<file path="src/rtl/ram_loader_if.sv">
// FIFO read side and RAM write port seen by ram_loader.
// The master side (ram_loader) pops the FIFO and drives the RAM write port.
// The slave side is the surrounding FIFO/RAM pair.
interface ram_loader_if #(
   parameter int DATA_W = 4,
   parameter int ADDR_W = 4
);
   logic              fifo_empty;
   logic              fifo_rd_en;
   logic [DATA_W-1:0] fifo_dout;
   logic              ram_en;
   logic              ram_we;
   logic [ADDR_W-1:0] ram_address;
   logic [DATA_W-1:0] ram_data;

   modport master (
      input  fifo_empty, fifo_dout,
      output fifo_rd_en, ram_en, ram_we, ram_address, ram_data
   );

   modport slave (
      output fifo_empty, fifo_dout,
      input  fifo_rd_en, ram_en, ram_we, ram_address, ram_data
   );
endinterface

</file>
<file path="src/rtl/ram_loader.sv">
// ram_loader: pops words from the upstream FIFO and writes them into
// consecutive RAM locations from a programmable base address for a
// programmable word count. Each word takes one FETCH cycle (pop) and one
// WRITE cycle (FIFO data is valid the cycle after the pop). Completion is
// signalled with a one-cycle done pulse. An abort ends the transfer early
// and produces no done pulse.
module ram_loader #(
   parameter int DATA_W = 4,
   parameter int ADDR_W = 4
) (
   input  logic              clk,
   input  logic              rst,
   input  logic              start,
   input  logic [ADDR_W-1:0] base_addr,
   input  logic [ADDR_W:0]   length,
   input  logic              abort,
   ram_loader_if.master      bus,
   output logic              busy,
   output logic              done,
   output logic [ADDR_W:0]   words_written
);

   typedef enum logic [1:0] {
      S_IDLE,
      S_FETCH,
      S_WRITE,
      S_DONE
   } state_t;

   // A transfer can never exceed the RAM size.
   localparam logic [ADDR_W:0]   MAX_LEN  = {1'b1, {ADDR_W{1'b0}}};
   localparam logic [ADDR_W-1:0] ADDR_ONE = ADDR_W'(1);
   localparam logic [ADDR_W:0]   CNT_ONE  = (ADDR_W + 1)'(1);

   state_t            state_q, state_d;
   logic [ADDR_W-1:0] addr_q;
   logic [ADDR_W:0]   remaining_q;
   logic [ADDR_W:0]   length_clamped;

   assign length_clamped  = (length > MAX_LEN) ? MAX_LEN : length;
   assign busy            = (state_q != S_IDLE);
   assign bus.ram_address = addr_q;

   // State register; reset forces IDLE, which also zeroes every strobe.
   // NOTE: clocked state uses non-blocking (<=) so all registers update
   // together from pre-edge values; blocking here would create order races.
   always_ff @(posedge clk or negedge rst) begin
      if (!rst) state_q <= S_IDLE;
      else      state_q <= state_d;
   end

   // Address, remaining count and written count for the active transfer.
   always_ff @(posedge clk or negedge rst) begin
      if (!rst) begin
         addr_q        <= '0;
         remaining_q   <= '0;
         words_written <= '0;
      end else begin
         case (state_q)
            S_IDLE: begin
               if (start) begin
                  words_written <= '0;
                  if (length != '0) begin
                     addr_q      <= base_addr;
                     remaining_q <= length_clamped;
                  end
               end
            end
            S_WRITE: begin
               addr_q        <= addr_q + ADDR_ONE;       // wraps modulo 2^ADDR_W
               remaining_q   <= remaining_q - CNT_ONE;
               words_written <= words_written + CNT_ONE;
            end
            default: ;
         endcase
      end
   end

   // Next-state decode and the FIFO/RAM strobes for the current state.
   // NOTE: every output gets a default before the case so no path leaves a
   // signal unassigned; an unassigned path would infer a latch.
   always_comb begin
      state_d        = state_q;
      bus.fifo_rd_en = 1'b0;
      bus.ram_en     = 1'b0;
      bus.ram_we     = 1'b0;
      bus.ram_data   = '0;
      done           = 1'b0;
      case (state_q)
         S_IDLE: begin
            if (start) state_d = (length == '0) ? S_DONE : S_FETCH;
         end
         S_FETCH: begin
            // A pop issued alongside an abort still happens; the word is lost.
            bus.fifo_rd_en = !bus.fifo_empty;
            if (abort)                state_d = S_IDLE;
            else if (!bus.fifo_empty) state_d = S_WRITE;
         end
         S_WRITE: begin
            bus.ram_en   = 1'b1;
            bus.ram_we   = 1'b1;
            bus.ram_data = bus.fifo_dout;
            if (abort)                   state_d = S_IDLE;
            else if (remaining_q == CNT_ONE) state_d = S_DONE;
            else                         state_d = S_FETCH;
         end
         S_DONE: begin
            done    = 1'b1;
            state_d = S_IDLE;
         end
         default: state_d = S_IDLE;
      endcase
   end

endmodule

</file>
<file path="src/flat_wrapper.sv">
// flat-port wrapper written by rule: the top's interface ports become plain ports
module ram_loader_flat 
#(
   parameter int DATA_W = 4,
   parameter int ADDR_W = 4
)
  (clk, rst, start, base_addr, length, abort, busy, done, words_written, bus_fifo_empty, bus_fifo_dout, bus_fifo_rd_en, bus_ram_en, bus_ram_we, bus_ram_address, bus_ram_data);
  ram_loader_if #(.DATA_W(DATA_W), .ADDR_W(ADDR_W)) bus_i ();
  input  logic clk;
  input  logic rst;
  input  logic start;
  input  logic [ADDR_W-1:0] base_addr;
  input  logic [ADDR_W:0] length;
  input  logic abort;
  output logic busy;
  output logic done;
  output logic [ADDR_W:0] words_written;
  input wire logic [$bits(bus_i.fifo_empty)-1:0] bus_fifo_empty;
  input wire logic [$bits(bus_i.fifo_dout)-1:0] bus_fifo_dout;
  output wire logic [$bits(bus_i.fifo_rd_en)-1:0] bus_fifo_rd_en;
  output wire logic [$bits(bus_i.ram_en)-1:0] bus_ram_en;
  output wire logic [$bits(bus_i.ram_we)-1:0] bus_ram_we;
  output wire logic [$bits(bus_i.ram_address)-1:0] bus_ram_address;
  output wire logic [$bits(bus_i.ram_data)-1:0] bus_ram_data;
  assign bus_i.fifo_empty = bus_fifo_empty;
  assign bus_i.fifo_dout = bus_fifo_dout;
  assign bus_fifo_rd_en = bus_i.fifo_rd_en;
  assign bus_ram_en = bus_i.ram_en;
  assign bus_ram_we = bus_i.ram_we;
  assign bus_ram_address = bus_i.ram_address;
  assign bus_ram_data = bus_i.ram_data;
  ram_loader #(.DATA_W(DATA_W), .ADDR_W(ADDR_W)) u_core (.clk(clk), .rst(rst), .start(start), .base_addr(base_addr), .length(length), .abort(abort), .bus(bus_i), .busy(busy), .done(done), .words_written(words_written));
endmodule
</file>
<file path="config.mk">
export PLATFORM = sky130hd
export DESIGN_NAME = ram_loader_flat
export DESIGN_NICKNAME = d
export VERILOG_FILES = /design/src/rtl/ram_loader_if.sv /design/src/rtl/ram_loader.sv /design/src/flat_wrapper.sv
export SDC_FILE = /design/constraint.sdc
export NUM_CORES = 1
export LEC_CHECK = 0
export BUFFER_PORTS_ARGS = -buffer_cell sky130_fd_sc_hd__buf_2
export CELL_PAD_IN_SITES_DETAIL_PLACEMENT = 1
export CELL_PAD_IN_SITES_GLOBAL_PLACEMENT = 1
export CORE_MARGIN = 2
export CORE_UTILIZATION = 39
export DETAILED_ROUTE_END_ITERATION = 6
export HOLD_SLACK_MARGIN = 0.08
export PLACE_DENSITY = 0.8
export SETUP_SLACK_MARGIN = 0.2
export SLEW_MARGIN = 20
export SYNTH_ARGS = -nofsm -noshare
export SYNTH_HDL_FRONTEND = slang
export SYNTH_SLANG_ARGS = --single-unit
</file>
<file path="constraint.sdc">
create_clock -name clk -period 3.63 [get_ports clk]
set_input_delay 0.726 -clock clk [delete_from_list [all_inputs] [get_ports clk]]
set_output_delay 0.726 -clock clk [all_outputs]
set_load 0.02 [all_outputs]
</file>
==> results of run 1 <==
[power by group]
| group | total [W] | internal (W) | switching, W |
|---|---|---|---|
| logic | 0.000376 | 0.000152 | 0.000225 |
| registers | 0.000319 | 0.000241 | 0.0000783 |
| clock network | 0.0000924 | 0.0000386 | 0.0000538 |
[cell families (layout without fill, tap and decap cells)]
family,count (synthesis),after routing,share of synthesized area
flops,16,16,0.377
mux,1,1,0.00942
buf+inv,12,43,0.106
fa+ha+maj,4,4,0.0471
simple gates,47,47,0.253
compound gates,32,32,0.207
[synthesized netlist by cell type (2+ instances only)]
cell type,count
a21o_1,2
a21oi_1,7
a22o_1,2
a31oi_1,3
and2_1,5
buf_12,2
buf_4,2
buf_6,3
dfrtp_1,16
ha_1,4
inv_1,4
nand2_1,9
nand2b_1,4
nand3_1,4
nand4_1,2
nor2_1,10
nor3_1,5
nor3b_1,3
o21ai_0,8
[worst max-delay path by stage]
stage | endpoint | start | cells after the start | slack, ns
3_3_place_gp | bus_ram_data[2] | u_core.state_q[0] | 4 | 1.70
4_1_cts | bus_ram_data[0] | u_core.state_q[1] | 4 | 1.32
6_report | bus_ram_data[0] | u_core.state_q[1] | 4 | 1.34
5_1_grt | bus_ram_data[1] | u_core.state_q[1] | 4 | 1.21
2_1_floorplan | bus_ram_data[0] | u_core.state_q[1] | 7 | 1.73
3_5_place_dp | bus_ram_data[0] | u_core.state_q[1] | 4 | 1.66
[critical path, cell delays in order, from the launching register on]
cell and delay, ns:
dfrtp_1 0.63, nand2b_4 0.17, inv_6 0.18, and2_1 0.14, buf_2 0.15
[placed cells by master, fill, tap and decap left out, drive strengths merged, types with 5 or more instances in the layout]
master,count
inv,5
a21oi,8
o21ai,9
nor2,10
nand2b,5
and2,6
buf,35
dfrtp,16
nor3,5
nand2,9
[stage by stage]
| step | util | area (µm²) | setup slack [ns] |
|---|---|---|---|
| 5_1_grt | 0.479 | 1210 | 1.21 |
| 3_5_place_dp | 0.470 | 1190 | 1.66 |
| 4_1_cts | 0.479 | 1210 | 1.32 |
| 3_3_place_gp | 0.470 | 1190 | 1.70 |
| 6_report | 0.479 | 1210 | 1.34 |
| 2_1_floorplan | - | 1060 | 1.73 |
[metal layers]
layer	vias up	routed length (µm)
met5	-	0
met2	27	1150
met4	0	36
met1	455	1050
met3	4	149
li1	463	-
[layout make-up]
class / count / area (µm²) / area share
timing repair buffer: 35 / 175 / 0.145
tap: 30 / 37.5 / 0.0311
sequential: 16 / 400 / 0.331
inverter: 5 / 23.8 / 0.0197
clock buffer: 3 / 22.5 / 0.0186
multi-input combinational: 84 / 549 / 0.454
[sequential cells by signal, summed over array words and instances, names as in the netlist]
register / cells
u_core.remaining_q: 5
u_core.state_q: 2
u_core.words_written: 5
u_core.bus.ram_address: 4
==> run summary, run 1 <==
via/cell ratio: 5.49
Ys Warns: 0
most used routing layer: met2
met2 Use GR: 0.284
area leader, netlist: dfrtp_1
share of Yosys cell area claimed by the top area cell type: 0.377
Total Routing Usage GR: 0.166
Mapped Cells: 112
Syn-to-layout area delta: 13.8%
crit path capture type: primary output
Via Count: 949
Async SR Flop Fraction: 1.00
Peak Freq: 0.437 GHz
Least-Margin Pin Slew: 0.434 ns
Final Max Slew Viols: 0
hold bufs inserted after CTS: 0
Core Rows: 18
Hold/Removal Path Class: input port to asynchronous set/reset pin
DP HPWL: 1880 µm
R2R depth: 5
Worst R2R Setup Slack: 2.07 ns
die width: 56.2 µm
Worst VDD drop: 415 µV
clock latency at the later pin of the worst-skew pair: 0.29 ns
Die Y: 56.2 µm
post-CTS setup buffers: 0
grt ovf: 0
Non-Filler Instances: 173
H-tree depth: 1
initial core utilization: 0.421
die area: 3160 µm²
Fin. Hold Viols: 0
WL/cell: 13.8 µm
met1 Usage GRT: 0.193
reg-to-reg endpoint: u_core.remaining_q[4]
worst path arrival time: 1.56 ns
nets: 167
Worst Setup Path Type: register to primary output
first-pass GRT wire length: 4090 µm
Final ANT Viol Nets: 0
Max Root-Sink Buffers: 2
Fin Hold WS: 0.331 ns
MaxCap Viol Count: 0
RSZ-0062 raised after global routing: false
met3 Use GR: 0.0512
CTS tree: yes
clk sinks: 16
final setup fails: 0
critical path required time: 2.90 ns
minimum clock period: 2.29 ns
Avg Inst Size Synth: 9.48 µm²
core area: 2520 µm²
CTS Buf Count: 3
Crit Path Max Fanout: 22
Reg clk slew, reported paths: 0.09 ns
vias in the first global route: 912
# IOs: 36
Startpoint Class: register
PortBufs: 35
initial antenna violation count: 0
GPL Wtd Cong: 0.885
sequential area share after synthesis: 0.377
post_cts resized: 0
fillcell total: 332
share of cells above drive strength 1: 0.315
top_reg_cell synth: dfrtp_1
power per cell area: 652 nW/µm²
flops & latches, synth: 16
synth unique cells: 36
status: finished clean
cell area after synthesis: 1060 µm²
Pre-antenna DRT Iters: 4
final WL: 2390 µm
Setup TNS: 0 ns
R2R Path Start: u_core.state_q[0]
number of diodes: 0
top cells by area in the synthesized netlist: dfrtp_1, ha_1, buf_12
placed insts: 170
relative slew slack: 0.708
Final Power: 0.000788 W
final period utilization: 0.630
P_leak: 0.591 nW
largest net degree at the start of global routing: 23
clk root buf: clkbuf_4
skew final: 0.00715 ns
DRC: 0
EDFF count, synth: 0
Mapped Nets: 134
Iteration-0 DRC Markers: 12
Power figures use the tool's default switching activity.
==> inputs of run 2 (changes only) <==
CORE_UTILIZATION = 33   (was 39)
PLACE_DENSITY = 0.72   (was 0.8)
clock period = 1.9 ns   (was 3.63 ns; I/O delays follow)
==> run summary, run 2 (synthesized netlist as in run 1, its figures left out) <==
Total Routing Usage GR: 0.160
Least-Margin Pin Slew: 0.518 ns
CTS tree: yes
Syn-to-layout area delta: 23.4%
number of diodes: 0
WL/cell: 13.8 µm
clock latency at the later pin of the worst-skew pair: 0.29 ns
Worst R2R Setup Slack: 0.32 ns
Placement Cell Area: 1200 µm²
most common cell after layout, fill and taps aside: buf_2
largest net degree at the start of global routing: 17
clk root buf: clkbuf_4
status: finished clean
Die Y: 60.7 µm
Pre-antenna DRT Iters: 4
skew final: 0.00147 ns
H-tree depth: 1
multi-input logic area: 564 µm²
relative slew slack: 0.652
initial core utilization: 0.348
Startpoint Class: register
final WL: 2680 µm
worst path arrival time: 1.29 ns
core area: 3050 µm²
share of cells above drive strength 1: 0.360
minimum clock period: 1.67 ns
Setup TNS: 0 ns
Final Max Slew Viols: 0
# IOs: 36
CTS Buf Count: 3
critical path required time: 1.52 ns
P_leak: 0.632 nW
Via Count: 987
clk sinks: 16
RSZ-0062 raised after global routing: true
Peak Freq: 0.599 GHz
nets: 173
via/cell ratio: 5.09
final instance area: 1310 µm²
Worst VDD drop: 557 µV
crit path capture type: primary output
hold path startpoint: base_addr[1]
PortBufs: 35
WHS Endpoint: u_core.bus.ram_address[1]
final period utilization: 0.879
first-pass GRT wire length: 4400 µm
Max Root-Sink Buffers: 2
Reg area: 403 µm²
DRC: 0
most frequent cells in the layout: buf_2, dfrtp_1, nor2_1
Iteration-0 DRC Markers: 17
GPL Wtd Cong: 0.822
WHS Path Cells: 3
power per cell area: 1250 nW/µm²
Core Rows: 20
die area: 3690 µm²
Final ANT Viol Nets: 0
initial antenna violation count: 0
Fin. Hold Viols: 0
Worst Setup Path Type: register to primary output
Crit Path Max Fanout: 6
Hold/Removal Path Class: input port to register
vias in the first global route: 971
grt ovf: 0
R2R Path Start: u_core.state_q[1]
MaxCap Viol Count: 0
reg-to-reg endpoint: u_core.bus.ram_address[0]
Reg clk slew, reported paths: 0.10 ns
die width: 60.7 µm
R2R depth: 5
fillcell total: 381
DP HPWL: 1960 µm
final setup fails: 0
## run 2: changes by cell type in the layout (fill, tap and decap cells not counted), sizes merged
| cell | before | now |
|---|---|---|
| buf | 35 | 39 |
| clkbuf | 3 | 4 |
| dlygate4sd3 | 0 | 1 |
| inv | 5 | 6 |
## run 2: worst max-delay path: stages (launching register included)
cell and delay, ns:
dfrtp_2 0.44, buf_4 0.16, nand2b_4 0.14, nor2_1 0.11
buf_4 0.15
## run 2: through the flow
stage / total power, W / hold WS [ns] / setup slack (ns) / std cells / utilization
5_1_grt: 0.00178 / 0.359 / 0.160 / 194 / 0.430
6_report: 0.00163 / 0.328 / 0.231 / 194 / 0.430
3_5_place_dp: 0.00134 / 0.323 / 0.254 / 184 / 0.394
3_3_place_gp: 0.00131 / 0.320 / 0.291 / 184 / 0.394
2_1_floorplan: 0.00118 / 0.0844 / 0.342 / 112 / -
4_1_cts: 0.00163 / 0.324 / 0.209 / 194 / 0.424
## run 2: metal layers
metal,routed length (µm),track usage
met1,1260,0.221
met2,1290,0.247
met3,113,0.0426
met4,14,0.0435
met5,0,0
## run 2: how the worst max path moves through the flow
| stage | cells after the start | endpoint | startpoint |
|---|---|---|---|
| final | 4 | bus_fifo_rd_en | u_core.state_q[1] |
| after global routing | 4 | bus_fifo_rd_en | u_core.state_q[1] |
| after CTS | 4 | bus_fifo_rd_en | u_core.state_q[1] |
| after detailed placement | 4 | bus_ram_data[3] | u_core.state_q[1] |
| after global placement | 4 | bus_ram_data[1] | u_core.state_q[1] |
| after floorplan | 7 | bus_ram_data[0] | u_core.state_q[1] |
## run 2: layout make-up
type                    instances  area share
repair buffers                 40       0.168
well taps                      44      0.0420
multi-input cells              84       0.430
flip-flops and latches         16       0.307
repair inverters                1     0.00477
inverters                       5      0.0200
clock buffers                   4      0.0277
## run 2: power by group
part           switching, W  leakage (nW)  internal [W]
clock              0.000119        0.0210      0.000117
combinational      0.000485         0.413      0.000331
sequential         0.000121         0.198      0.000462
## run 2: timing repair
action,in CTS,in global routing
gates cloned,1,0
setup endpoints to repair,7,3
gates resized for setup,4,3
pin swaps,0,1
hold buffers,1,0
hold endpoints to repair,16,0
setup buffers,4,0
==> inputs of run 3 (changes only) <==
ABC_AREA = 1   (was not set)
CELL_PAD_IN_SITES_DETAIL_PLACEMENT = not set   (was 1)
CELL_PAD_IN_SITES_GLOBAL_PLACEMENT = not set   (was 1)
CORE_UTILIZATION = 44   (was 33)
PLACE_DENSITY = 0.71   (was 0.72)
==> run summary, run 3 <==
Least-Margin Pin Slew: 0.358 ns
final WL: 2480 µm
Total Routing Usage GR: 0.177
Non-Filler Instances: 225
H-tree depth: 1
CP delay by family, top: flip-flops
die area: 2840 µm²
final period utilization: 0.876
grt ovf: 0
Critical path origin: u_core.state_q[1]
most frequent cells in the layout: nand2_1, buf_2, inv_1
clk sinks: 16
cell area after synthesis: 1070 µm²
placed insts: 211
power per cell area: 1400 nW/µm²
core area: 2250 µm²
top cells by area in the synthesized netlist: dfrtp_1, nand2_1, inv_1
most common cell after layout, fill and taps aside: nand2_1
crit path cell chain: nand2_8 -> clkinv_2 -> buf_2
Iteration-0 DRC Markers: 24
Setup TNS: 0 ns
share of cells above drive strength 1: 0.335
mux share of post-synthesis cell area: 0
WL/cell: 11.0 µm
Mapped Nets: 173
synth unique cells: 25
initial antenna violation count: 0
post-synthesis compound-gate area fraction: 0.0924
RSZ-0062 raised after global routing: true
Core Rows: 17
pre-CTS setup slack: 0.252 ns
clock latency at the later pin of the worst-skew pair: 0.30 ns
R2R Path Start: u_core.state_q[0]
Ys Warns: 0
Placement Cell Area: 1250 µm²
post-synthesis xor/xnor area fraction: 0.0164
sequential area share after synthesis: 0.374
flops & latches, synth: 16
largest net degree at the start of global routing: 17
hold path startpoint: bus_fifo_empty
Max Root-Sink Buffers: 2
relative slew slack: 0.761
Worst Setup Path Type: register to primary output
GPL Wtd Cong: 0.814
Buf+Inv Stages, Crit Path: 2
EDFF count, synth: 0
top cells by count, synth: nand2_1, inv_1, dfrtp_1, nor2_1, nand3_1
DP HPWL: 1780 µm
via/cell ratio: 4.86
skew final: 0.00296 ns
share of Yosys cell area claimed by the top area cell type: 0.374
vias in the first global route: 911
Avg Inst Size Synth: 7.08 µm²
die width: 53.3 µm
crit path capture type: primary output
top_reg_cell synth: dfrtp_1
setup ws final: 0.235 ns
Peak Freq: 0.601 GHz
area leader, netlist: dfrtp_1
Final ANT Viol Nets: 0
clk root buf: clkbuf_4
DRC: 0
CTS Buf Count: 3
final instance area: 1390 µm²
worst path arrival time: 1.28 ns
Fin. Hold Viols: 0
Final Power: 0.00194 W
Via Count: 1093
number of diodes: 0
# IOs: 36
first-pass GRT wire length: 3740 µm
crit-path max cell delay: 0.50 ns
Final Max Slew Viols: 0
CTS tree: yes
MaxCap Viol Count: 0
Pre-antenna DRT Iters: 5
Crit Path Max Fanout: 11
Reg clk slew, reported paths: 0.10 ns
Worst VDD drop: 742 µV
Syn-to-layout area delta: 29.7%
Startpoint Class: register
PortBufs: 35
critical path required time: 1.52 ns
Async SR Flop Fraction: 1.00
largest family of logic cells by synthesized area: simple AND/OR/NAND/NOR gates
final setup fails: 0
Adder-Cell Fraction of Synth Area: 0.0468
Die Y: 53.3 µm
Hold/Removal Path Class: input port to register
Slowest-stage cell, CP: dfrtp_2
top-count cell post-synth: nand2_1
Mapped Cells: 151
initial core utilization: 0.474
nets: 220
P_leak: 0.820 nW
status: finished clean
Post-Synth Simple-Gate Area: 0.351
minimum clock period: 1.66 ns
==> run 3: cell count changes in the layout (fill, tap and decap cells not counted), sizes merged, moves of 5 or more <==
cell	previous run	this run
a21oi	8	3
inv	6	22
and2	6	0
nand2b	5	0
nand2	9	50
buf	39	45
nand3	4	14
nor2	10	18
==> run 3: final cells by class <==
| type | count | area (µm²) |
|---|---|---|
| clock buffer | 4 | 36.3 |
| fill | 209 | 867 |
| inverter | 23 | 87.6 |
| multi-input combinational | 108 | 558 |
| sequential | 16 | 402 |
| tap | 28 | 35.0 |
| timing repair buffer | 46 | 269 |
==> run 3: kinds of logic (layout without fill, tap and decap cells) <==
kind of cell	count (synthesis)	after routing
adder cells (fa/ha/maj)	4	4
flip-flops	16	16
XOR/XNOR	2	2
buffers and inverters	27	73
AO/OA/AOI/OAI	16	16
AND/OR/NAND/NOR	86	86
==> run 3: routing by layer <==
metal,up-vias,part of all wire,track usage
met5,-,0,0
met4,0,0.014,0.0385
met3,6,0.054,0.0254
met2,34,0.47,0.298
met1,490,0.46,0.236
li1,563,-,-
==> run 3: path summary, 6_finish.rpt <==
check,slack [ns],cells after the start,endpoint
setup / recovery,0.24,3,bus_ram_we
hold / removal,0.36,4,u_core.state_q[1]
setup reg to reg,0.42,9,u_core.remaining_q[1]
hold reg to reg,0.51,1,u_core.words_written[4]
max in group asynchronous,1.10,2,u_core.state_q[1]
min in group asynchronous,0.51,2,u_core.words_written[0]
==> run 3: what timing repair did <==
| action | 4_1_cts | 5_1_grt |
|---|---|---|
| gates resized for setup | 6 | 3 |
| hold buffers | 1 | 0 |
| endpoints found under the hold margin | 16 | 0 |
| buffers inserted | 2 | 7 |
| pin swaps | 0 | 1 |
| gates cloned | 0 | 0 |
| setup endpoints to repair | 6 | 12 |
==> run 3: worst register-to-register path: cells and delay by family, from the launching register on <==
family | cells | cell delay (ns)
AND/OR/NAND/NOR | 5 | 0.52
AO/OA/AOI/OAI | 1 | 0.05
buffers and inverters | 3 | 0.41
flip-flops | 1 | 0.40
==> run 3: where the power goes <==
group / leakage, nW / total [W] / switching, W / internal (W)
registers: 0.205 / 0.000613 / 0.000145 / 0.000468
logic: 0.594 / 0.00109 / 0.000648 / 0.000444
clock network: 0.0210 / 0.000240 / 0.000123 / 0.000117
==> run 3: per-stage QoR <==
step                 util  hold slack (ns)
floorplan               -           0.0844
global placement    0.553            0.313
detailed placement  0.553            0.314
CTS                 0.586            0.373
global route        0.615            0.369
finish              0.615            0.359
